**config.mk**
```make
export PLATFORM = sky130hd
export DESIGN_NAME = button_pulse_conditioner
export DESIGN_NICKNAME = d
export VERILOG_FILES = /design/src/rtl/button_pulse_conditioner.sv
export SDC_FILE = /design/constraint.sdc
export NUM_CORES = 1
export LEC_CHECK = 0
export ABC_AREA = 1
export BUFFER_PORTS_ARGS = -buffer_cell sky130_fd_sc_hd__buf_4
export CORE_AREA = 3 3 75 77
export CTS_CLUSTER_SIZE = 24
export DETAILED_ROUTE_END_ITERATION = 6
export DIE_AREA = 0 0 78 80
export MAX_ROUTING_LAYER = met4
export PLACE_DENSITY = 0.74
export SYNTH_ARGS = -nofsm -noshare
export SYNTH_HDL_FRONTEND = slang
export SYNTH_SLANG_ARGS = --single-unit
```
**constraint.sdc**
```tcl
create_clock -name clk -period 4.1 [get_ports clk]
set_clock_uncertainty 0.05 [all_clocks]
set_input_delay 0 -clock clk [delete_from_list [all_inputs] [get_ports clk]]
set_output_delay 0 -clock clk [all_outputs]
set_load 0.02 [all_outputs]
```
**src/rtl/button_pulse_conditioner.sv**
```systemverilog
// button_pulse_conditioner
// Two-channel push-button conditioner: synchronises each raw button, debounces
// it with a four-state press/release FSM, and turns every accepted press into
// a single one-clock pulse. A small arbiter keeps P1 and P2 from ever being
// high together by deferring P2 one cycle when both channels fire at once.
module button_pulse_conditioner #(
  parameter int DEBOUNCE_CYCLES = 1000000,
  parameter int CNT_W           = 20
) (
  input  logic clk,
  input  logic reset,
  input  logic btn1,
  input  logic btn2,
  output logic P1,
  output logic P2,
  output logic held1,
  output logic held2
);

  typedef enum logic [1:0] {
    IDLE      = 2'd0,
    WAIT_HIGH = 2'd1,
    PRESSED   = 2'd2,
    WAIT_LOW  = 2'd3
  } state_t;

  // Terminal count: a level must be seen for DEBOUNCE_CYCLES consecutive
  // cycles, so the counter stops at DEBOUNCE_CYCLES-1 and never wraps.
  localparam logic [CNT_W-1:0] CNT_LAST = CNT_W'(DEBOUNCE_CYCLES - 1);
  localparam logic [CNT_W-1:0] CNT_ONE  = CNT_W'(1);

  // Bit 0 is channel 1 (btn1), bit 1 is channel 2 (btn2).
  logic [1:0]       s1;
  logic [1:0]       s2;
  state_t           state     [2];
  state_t           state_nxt [2];
  logic [CNT_W-1:0] cnt       [2];
  logic [CNT_W-1:0] cnt_nxt   [2];
  logic [1:0]       fire;
  logic [1:0]       held_nxt;
  logic             pend2;

  // ---- stage: two-flop synchroniser, raw buttons -> s1 -> s2 ----
  // Two-flop synchroniser per button; everything downstream reads s2 only.
  always_ff @(posedge clk or negedge reset) begin
    if (!reset) begin
      s1 <= 2'b00;
      s2 <= 2'b00;
    end else begin
      s1 <= {btn2, btn1};
      s2 <= s1;
    end
  end

  // ---- stage: debounce FSM + counter per channel ----
  // Per-channel state and debounce counter registers.
  always_ff @(posedge clk or negedge reset) begin
    if (!reset) begin
      for (int ch = 0; ch < 2; ch++) begin
        state[ch] <= IDLE;
        cnt[ch]   <= '0;
      end
    end else begin
      for (int ch = 0; ch < 2; ch++) begin
        state[ch] <= state_nxt[ch];
        cnt[ch]   <= cnt_nxt[ch];
      end
    end
  end

  // Next-state, counter and fire decode for both channels. fire is raised in
  // the cycle the press is accepted so the registered pulse lines up with the
  // registered held level on the same edge.
  always_comb begin
    for (int ch = 0; ch < 2; ch++) begin
      state_nxt[ch] = state[ch];
      cnt_nxt[ch]   = cnt[ch];
      fire[ch]      = 1'b0;
      unique case (state[ch])
        IDLE: begin
          if (s2[ch]) begin
            state_nxt[ch] = WAIT_HIGH;
            cnt_nxt[ch]   = '0;
          end
        end
        WAIT_HIGH: begin
          if (!s2[ch]) begin
            // Press bounce or glitch: start over.
            state_nxt[ch] = IDLE;
            cnt_nxt[ch]   = '0;
          end else if (cnt[ch] == CNT_LAST) begin
            state_nxt[ch] = PRESSED;
            cnt_nxt[ch]   = '0;
            fire[ch]      = 1'b1;
          end else begin
            cnt_nxt[ch] = cnt[ch] + CNT_ONE;
          end
        end
        PRESSED: begin
          if (!s2[ch]) begin
            state_nxt[ch] = WAIT_LOW;
            cnt_nxt[ch]   = '0;
          end
        end
        WAIT_LOW: begin
          if (s2[ch]) begin
            // Release bounce: still held, no new pulse.
            state_nxt[ch] = PRESSED;
            cnt_nxt[ch]   = '0;
          end else if (cnt[ch] == CNT_LAST) begin
            state_nxt[ch] = IDLE;
            cnt_nxt[ch]   = '0;
          end else begin
            cnt_nxt[ch] = cnt[ch] + CNT_ONE;
          end
        end
        default: begin
          state_nxt[ch] = IDLE;
          cnt_nxt[ch]   = '0;
        end
      endcase
      held_nxt[ch] = (state_nxt[ch] == PRESSED) || (state_nxt[ch] == WAIT_LOW);
    end
  end

  // ---- stage: arbiter and registered outputs ----
  // Registered outputs. Channel 1 wins a tie; channel 2's pulse is parked in
  // pend2 for one cycle. A channel cannot fire on consecutive cycles, so a
  // pending P2 never collides with a fresh P1 or a fresh fire2.
  always_ff @(posedge clk or negedge reset) begin
    if (!reset) begin
      P1    <= 1'b0;
      P2    <= 1'b0;
      pend2 <= 1'b0;
      held1 <= 1'b0;
      held2 <= 1'b0;
    end else begin
      P1    <= fire[0];
      P2    <= pend2 | (fire[1] & ~fire[0]);
      pend2 <= fire[0] & fire[1];
      held1 <= held_nxt[0];
      held2 <= held_nxt[1];
    end
  end

endmodule

```
==> metrics <==
RSZ-0062 raised after global routing false; ANT cells 0; Post-Synthesis Cell Area 2970 µm²; cell with the most instances after synthesis nand2_1; fmax 514 MHz; category of the worst setup path capture point flip-flop; count of buffers from port buffering 7; Hold Violations, Final 0; Seq/Total Area, Yosys 43.8%; total setup buffers inserted after CTS 0; floorplan die height 80 µm; endpoint of the lowest-slack register-to-register path cnt[23]$_DFFE_PN0P_; Switching Power 0.213 mW; number of standard-cell rows in the floorplan 26; post-cts repair resize count 0; clock tree from TritonCTS done; core region area 5070 µm²; # clock sinks 52; area fraction of the dominant cell type after synthesis 43.8%; cell at the root of the clock tree clkbuf_8; reg-to-reg setup timing slack 2150 ps; endpoint required time on the critical path 4240 ps; TritonCTS buffer count 5; Slew Limit Headroom 56.0%; via count of the first global-routing pass 2295; fraction of power consumed by combinational cells 5.0%; final cell area excluding filler cells 3230 µm²; count of mapped cells out of synthesis 395; mean post-synth cell area 7.52 µm²; Pwr per Cell Area 286 nW/µm²; source-to-sink clock delay at the later pin of the worst-skew pair 300 ps; Final HPWL DP 4410 µm; critical path peak fanout 12; max cap viols 0; largest net degree at the start of global routing 53; number of nets in the layout 415; proportion of power drawn by flip-flops and latches 56.7%; routability congestion estimate from global placement 0.899; number of synthesized flops with an enable pin 0; area growth from synthesis to layout 8.67%; clock period minus worst slack 1950 ps; outcome complete, no violations; global-route wire length before repair 10600 µm; average wire per cell in the routed design 12.6 µm; initial core utilization 58.6%; Lkg Pwr 1.43 nW; Internal 0.712 mW; Final setup viols 0; Final period util 47.5%; cell area after placement 3090 µm²; synthesized netlist net count 401; Final Slew Violations 0; sum of routed wire length over all layers 6050 µm; die area 6240 µm²; Chip Width 78 µm; clock buffer depth 2; Critical R2R Launch state[3]$_DFF_PN0_; number of warnings reported in the yosys synthesis log 0; leading area contributor after synthesis dfrtp_1; Arrival @ worst endpoint 2080 ps; total iterations of the first detailed-routing run 4; CP startpoint state[3]$_DFF_PN0_; proportion of layout cells with a drive suffix above 1 11.5%; number of antenna violations at the first check in global routing 0; filler cell count 480; critical path capture point cnt[23]$_DFFE_PN0P_; io pins 8; category of the most critical setup path reg -> reg; clock network power share 38.2%; number of storage elements in the synthesis netlist 52; Worst Tran Pin Value 659 ps; number of distinct library cells after synthesis 31; hold buffers post-CTS 3; Async SR Flop Fraction 100%; worst hold slack after final layout 210 ps; number of design rule violations left after detail routing 0; Startpoint Class flip-flop; Routed Antenna Nets 0; class of the tightest hold or removal check in -> async; top post-synthesis cells by count nand2_1, dfrtp_1, nor2_1; DR vias 2541; H-tree levels 2; switching share of power 23.0%; Avg Vias per Cell 5.29; All-Layer GR Usage 21.9%; violation count after the first detailed-route iteration 220; clock-pin slew on the worst setup and hold paths 100 ps; Total Negative Setup Slacks 0 ps; top cells by area in the synthesized netlist dfrtp_1, nand2_1, nor2_1; Top FF cell, synth dfrtp_1; R2R cell count 8; IR drop worst, VDD 0.287 mV; global-route congestion overflow total 0
## how the worst min path moves through the flow
stage                     start             endpoint  slack [ps]  depth (start not counted)
after global placement    reset  cnt[39]$_DFFE_PN0P_          30                          1
final                     reset  cnt[39]$_DFFE_PN0P_         210                          2
after floorplan           reset         P1$_DFF_PN0_        -350                          0
after CTS                 reset  cnt[39]$_DFFE_PN0P_         240                          2
after detailed placement  reset  cnt[39]$_DFFE_PN0P_          30                          1
after global routing      reset  cnt[39]$_DFFE_PN0P_         270                          2
## cells by family after synthesis
logic type	after synthesis	share of synthesized area [%]
DFF	52	43.8
and+or+nand+nor	229	35.3
AOI/OAI and AO/OA	44	8.55
adders and majority gates	2	0.842
xor gates and xnor gates	15	4.42
buffers and inverters	53	7.12
## layout by cell type (no fill, tap or decap), types with 6 or more instances in the layout
master     n
nand2_1  107
a21oi_1   12
nand3_1   34
o21ai_1    6
nand4_1    8
buf_4      7
dfrtp_1   52
xor2_1    14
nor3_1     7
inv_1     46
o21ai_0   14
nand2_2    9
nor2_1    47
## sequential cells by signal, summed over array words and instances (netlist names)
register	flops
held1	1
pend2	1
P2	1
s1	2
P1	1
s2	2
state	3
cnt	40
held2	1
## worst max-delay path, cell delays in order, from the launching register on
cell and delay (ps):
dfrtp_1 390, inv_2 70, nand2_1 90, inv_1 140
nor2_1 70, nand2_1 350, clkinv_1 440, nand2_1 150
o31ai_1 80
## layout make-up
class | count | area [µm²] | share of cell area (%)
tap | 70 | 87.6 | 2.71
clock inverter | 3 | 42.5 | 1.32
multi-input combinational | 290 | 1460 | 45.2
clock buffer | 5 | 68.8 | 2.13
sequential | 52 | 1300 | 40.3
timing repair buffer | 10 | 82.6 | 2.56
inverter | 50 | 188 | 5.81
## power by group through the flow
stage	Combinational [mW]	Clock, mW	Sequential (mW)
after floorplan	0.0277	0	0.534
after global placement	0.0450	0	0.534
after detailed placement	0.0454	0	0.535
after CTS	0.0478	0.366	0.525
after global routing	0.0538	0.388	0.526
final	0.0466	0.353	0.525
## routing by layer
metal  GRT usage (%)  vias to the layer above  wire length (µm)
li1                -                     1291                 -
met1            31.7                     1194              3090
met2            32.2                       50              2640
met3            3.50                        6               256
met4            5.59                        0                59
met5               -                        -                 0
## stage by stage
step	utilization (%)	worst slack, ps	cells	power [mW]
after floorplan	-	2580	395	0.561
after global placement	60.8	2180	469	0.579
after detailed placement	60.8	2140	469	0.580
after CTS	63.6	2120	480	0.939
after global routing	63.6	1890	480	0.968
final	63.6	2150	480	0.924
No activity file was read; power rests on OpenSTA's default activity.
